--- src/rtl/cpu_accel_fifo.sv ---
// CPU-side accelerator port: a TX FIFO (CPU -> consumer) and an RX FIFO
// (producer -> CPU), both gated by an accelerator-id select, plus a sticky overflow flag.

module cpu_accel_fifo_buf #(
  parameter int DATA_WIDTH = 16,
  parameter int DEPTH      = 16
) (
  input  logic                  clk,
  input  logic                  rst,
  input  logic                  push,
  input  logic                  pop,
  input  logic [DATA_WIDTH-1:0] wdata,
  output logic [DATA_WIDTH-1:0] rdata,
  output logic                  full,
  output logic                  empty
);
  localparam int AW = $clog2(DEPTH);

  logic [DATA_WIDTH-1:0] mem [DEPTH];
  logic [AW-1:0]         wr_ptr, rd_ptr;
  logic [AW:0]           count;
  logic                  do_push, do_pop;

  assign full    = (count == (AW+1)'(DEPTH));
  assign empty   = (count == '0);
  assign do_push = push & ~full;
  assign do_pop  = pop & ~empty;
  assign rdata   = mem[rd_ptr];

  // Pointers are exactly AW bits wide, so +1 wraps modulo DEPTH on its own.
  always_ff @(posedge clk) begin
    if (rst) begin
      wr_ptr <= '0;
      rd_ptr <= '0;
      count  <= '0;
    end else begin
      if (do_push) wr_ptr <= wr_ptr + 1'b1;
      if (do_pop)  rd_ptr <= rd_ptr + 1'b1;
      case ({do_push, do_pop})
        2'b10:   count <= count + 1'b1;
        2'b01:   count <= count - 1'b1;
        default: count <= count;
      endcase
    end
  end

  always_ff @(posedge clk) begin
    if (do_push && !rst) mem[wr_ptr] <= wdata;
  end
endmodule

module cpu_accel_fifo #(
  parameter int DATA_WIDTH     = 16,
  parameter int DEPTH          = 16,
  parameter int ACCEL_ID_WIDTH = 4,
  parameter int ACCEL_ID       = 1
) (
  input  logic                      clk,
  input  logic                      rst,
  input  logic [ACCEL_ID_WIDTH-1:0] accel_id,
  output logic                      accel_can_read,
  output logic                      accel_can_write,
  input  logic                      accel_read_enable,
  output logic [DATA_WIDTH-1:0]     accel_read_data,
  input  logic                      accel_write_enable,
  input  logic [DATA_WIDTH-1:0]     accel_write_data,
  output logic                      out_valid,
  input  logic                      out_ready,
  output logic [DATA_WIDTH-1:0]     out_data,
  input  logic                      in_valid,
  output logic                      in_ready,
  input  logic [DATA_WIDTH-1:0]     in_data,
  output logic                      overflow
);
  logic                  sel;
  logic                  tx_full, tx_empty, rx_full, rx_empty;
  logic                  tx_push, tx_pop, rx_push, rx_pop;
  logic [DATA_WIDTH-1:0] tx_head, rx_head;

  assign sel     = (accel_id == ACCEL_ID_WIDTH'(ACCEL_ID));
  assign tx_push = accel_write_enable & sel & ~tx_full;
  assign tx_pop  = ~tx_empty & out_ready;
  // No full-bypass: a same-cycle pop does not open the RX input.
  assign rx_push = in_valid & ~rx_full;
  assign rx_pop  = accel_read_enable & sel & ~rx_empty;

  cpu_accel_fifo_buf #(.DATA_WIDTH(DATA_WIDTH), .DEPTH(DEPTH)) u_tx (
    .clk(clk), .rst(rst), .push(tx_push), .pop(tx_pop), .wdata(accel_write_data),
    .rdata(tx_head), .full(tx_full), .empty(tx_empty)
  );

  cpu_accel_fifo_buf #(.DATA_WIDTH(DATA_WIDTH), .DEPTH(DEPTH)) u_rx (
    .clk(clk), .rst(rst), .push(rx_push), .pop(rx_pop), .wdata(in_data),
    .rdata(rx_head), .full(rx_full), .empty(rx_empty)
  );

  assign accel_can_write = sel & ~tx_full;
  assign accel_can_read  = sel & ~rx_empty;
  assign accel_read_data = (sel & ~rx_empty) ? rx_head : '0;
  assign out_valid       = ~tx_empty;
  assign out_data        = tx_empty ? '0 : tx_head;
  assign in_ready        = ~rx_full;

  always_ff @(posedge clk) begin
    if (rst)                                  overflow <= 1'b0;
    else if (accel_write_enable & sel & tx_full) overflow <= 1'b1;
  end
endmodule
--- config.mk ---
export PLATFORM = sky130hd
export DESIGN_NAME = cpu_accel_fifo
export DESIGN_NICKNAME = d
export VERILOG_FILES = /design/src/rtl/cpu_accel_fifo.sv
export SDC_FILE = /design/constraint.sdc
export NUM_CORES = 1
export LEC_CHECK = 0
export BUFFER_PORTS_ARGS = -buffer_cell sky130_fd_sc_hd__buf_4
export CAP_MARGIN = 25
export CORE_MARGIN = 2
export CORE_UTILIZATION = 58
export CTS_CLUSTER_DIAMETER = 150
export CTS_CLUSTER_SIZE = 30
export DETAILED_ROUTE_END_ITERATION = 8
export GPL_ROUTABILITY_DRIVEN = 0
export PLACE_DENSITY = 0.8
export SYNTH_ARGS = -nofsm -noshare
export SYNTH_HDL_FRONTEND = slang
export SYNTH_SLANG_ARGS = --single-unit
--- constraint.sdc ---
create_clock -name clk -period 4.2 [get_ports clk]
set_input_delay 0.84 -clock clk [delete_from_list [all_inputs] [get_ports clk]]
set_output_delay 0.84 -clock clk [all_outputs]
set_load 0.01 [all_outputs]
==> results.toml <==
[setup_path]
required_ns = 3.36
reg2reg_depth = 9
arrival_ns = 3.00
end_kind = "primary output"
regToRegStartpoint = "u_tx.count[1]$_SDFFE_PP0P_"
cp_max_fo = 22
critPathLaunchType = "flip-flop"
path_class = "reg2out"

[floorplan]
dieWidth_um = 196.4
rows = 70
die_y_um = 196.4
die_area_mm2 = 0.03858
fp.coreArea_mm2 = 0.03652
start_util_pct = 58.80
ios = 79

[logic_synthesis]
syn_inst = 1010
synth_area_mm2 = 0.02147
synth_nets = 1068
yosysWarnings = 0
synthTopCellsByArea = "edfxtp_1, mux4_2, dfxtp_1, nor2_1, ha_1"
synthArstFlopShare_pct = 0
synth-edff-count = 512
synth.avg_cell_area_um2 = 21.26
synth_flop_cell = "edfxtp_1"
synth_top_area_share_pct = 71.60
synth-seq-cells = 547
yosysTopAreaCell = "edfxtp_1"
synth_cell_type_count = 51
yosysSeqAreaShare_pct = 74.86

[timing]
finalCritPeriodShare_pct = 91.32
setup_viol_count_final = 0
tns_ns = 0
fmax_mhz = 260.7
hold_viol_final = 0
slew_violations = 0
worstMarginPinSlew_ns = 1.032
final_critical_path_setup_slack_ns = 0.3647
post-route-min-period_ns = 3.835
worst_slew_margin_rel_pct = 31.09
skew_ns = 0.03000
rsz0062_at_grt = "false"

[drt]
drc = 0
dr.pass1.iters = 5
drt_iter0_markers = 889
wirelength_um = 42860
final_antenna_net_count = 0
routedWlPerCell_um = 26.94
routed_via_density = 6.290
vias = 10010

[placed_design]
hpwlAfterDp_um = 24040
numPortBuffers = 78
post-place-ws_ns = 0.4875
place_inst = 1551

[power_and_ir_drop]
ir_drop_mv = 0.4713
power_density_mw_per_mm2 = 413.9
leakagePower_nw = 7.317

[finish]
nFillCells = 2306
drive_above_1_share_pct = 32.06
mostFrequentLayoutCell = "edfxtp_1"
most-common-layout-cells = "edfxtp_1, mux4_2, buf_4, nor2_1, nor2_2"
regArea_mm2 = 0.01609
layout.cells.non_filler = 1591
n_antenna_cell = 0
area_delta_synth_final_pct = 9.922
fin_nets = 1165
multiInputGateArea_mm2 = 0.005210

[cts]
clock-root-buffer = "clkbuf_16"
clk_pin_slew_ns = 0.11
post_cts_buffers = 0
ctsResizeCount = 0
cts_tree = "built"
numCtsBuffers = 22
hold_buffers = 0
cts_max_level = 1
ctsLongestPathBuffers = 3
cts_sinks = 547
insertion_delay_ns = 0.55

[hold_path]
min_path_type = "reg2reg"
hp-start = "overflow$_SDFFE_PP0P_"
hold_depth = 2

[grt]
antenna_found_initial = 1
grt_overflow = 0
globalRouteTotalUtil_pct = 22.68
grt_max_degree = 65
grt_pass1_wl_um = 63830
grt_pass1_vias = 10300

[run_status]
outcome = "complete, no violations"

[run]
maxCapViolCount = 0
[critical path, cell delays in order (launching register included)]
cell     delay [ns]
dfxtp_4        0.69
buf_4          0.34
mux4_2         0.56
mux4_2         0.52
nor2b_1        0.17
buf_4          0.15
[cell usage after synthesis, types with 2 or more instances]
cell and number:
edfxtp_1 512, xnor2_1 5, or3_1 3, nor2_1 68, xor2_1 14, buf_2 17
and3b_1 2, mux2i_1 5, dfxtp_1 35, a211oi_1 2, mux4_2 160, nor4_1 3
nor3b_1 2, inv_1 9, o221ai_1 2, clkbuf_1 29, o31ai_1 2, nand3b_1 2
nor2b_1 19, nand2b_1 7, nand4_1 4, ha_1 16, buf_1 5, nand2_1 26
nor3_1 3, a31oi_1 3, o21ai_0 5, and2_1 16, buf_6 2, a21oi_1 7
o211a_1 2, or3b_2 4
[state kept, by name, summed over array words and instances (netlist names), named ones only]
register     count
u_rx.mem       256
u_tx.mem       256
u_rx.count       5
u_tx.count       5
u_rx.rd_ptr      4
u_rx.wr_ptr      4
u_tx.rd_ptr      4
u_tx.wr_ptr      4
overflow         1
[path summary, 6_finish.rpt]
path	endpoint	slack (ns)
min	overflow$_SDFFE_PP0P_	0.52
max reg2reg	u_tx.count[2]$_SDFFE_PP0P_	1.05
min reg2reg	overflow$_SDFFE_PP0P_	0.52
max	accel_read_data[13]	0.36
[stage by stage]
stage | hold slack [ns] | util [%] | total power, mW | area [um2]
floorplan | 0.4725 | - | 6.892 | 21470
global placement | 0.4630 | 62.81 | 7.284 | 22940
detailed placement | 0.5038 | 62.81 | 7.313 | 22940
CTS | 0.5283 | 64.63 | 9.835 | 23610
global route | 0.5448 | 64.63 | 10.08 | 23610
finish | 0.5174 | 64.63 | 9.770 | 23610
[routing by layer]
| layer | GRT usage [%] | wire (um) | vias to the layer above |
|---|---|---|---|
| met5 | 0 | 13 | - |
| met4 | 5.920 | 1007 | 2 |
| met3 | 2.721 | 2445 | 73 |
| met2 | 41.44 | 23480 | 366 |
| met1 | 29.14 | 15910 | 5267 |
| li1 | - | - | 4299 |
[where the power goes]
| group | internal [mW] | switching, mW | total, mW |
|---|---|---|---|
| registers | 5.99 | 0.0800 | 6.07 |
| logic | 0.589 | 0.520 | 1.11 |
| clock network | 1.06 | 1.53 | 2.59 |
[area by class of cell]
| cell class | count | share of cell area [%] |
|---|---|---|
| clock buffers | 39 | 2.693 |
| inverters | 10 | 0.1590 |
| flip-flops and latches | 547 | 68.14 |
| well taps | 468 | 2.481 |
| repair buffers | 126 | 4.325 |
| clock inverters | 1 | 0.1272 |
| multi-input cells | 400 | 22.07 |
[cell families after synthesis]
logic type      Yosys count  synth area share [%]
compound gates           32                 1.060
mux                     167                 17.12
fa+ha+maj                16                0.9322
simple gates            166                 3.985
buf+inv                  63                 1.270
xor+xnor                 19                0.7749
flops                   547                 74.86
(Power assumes the default switching activity.)
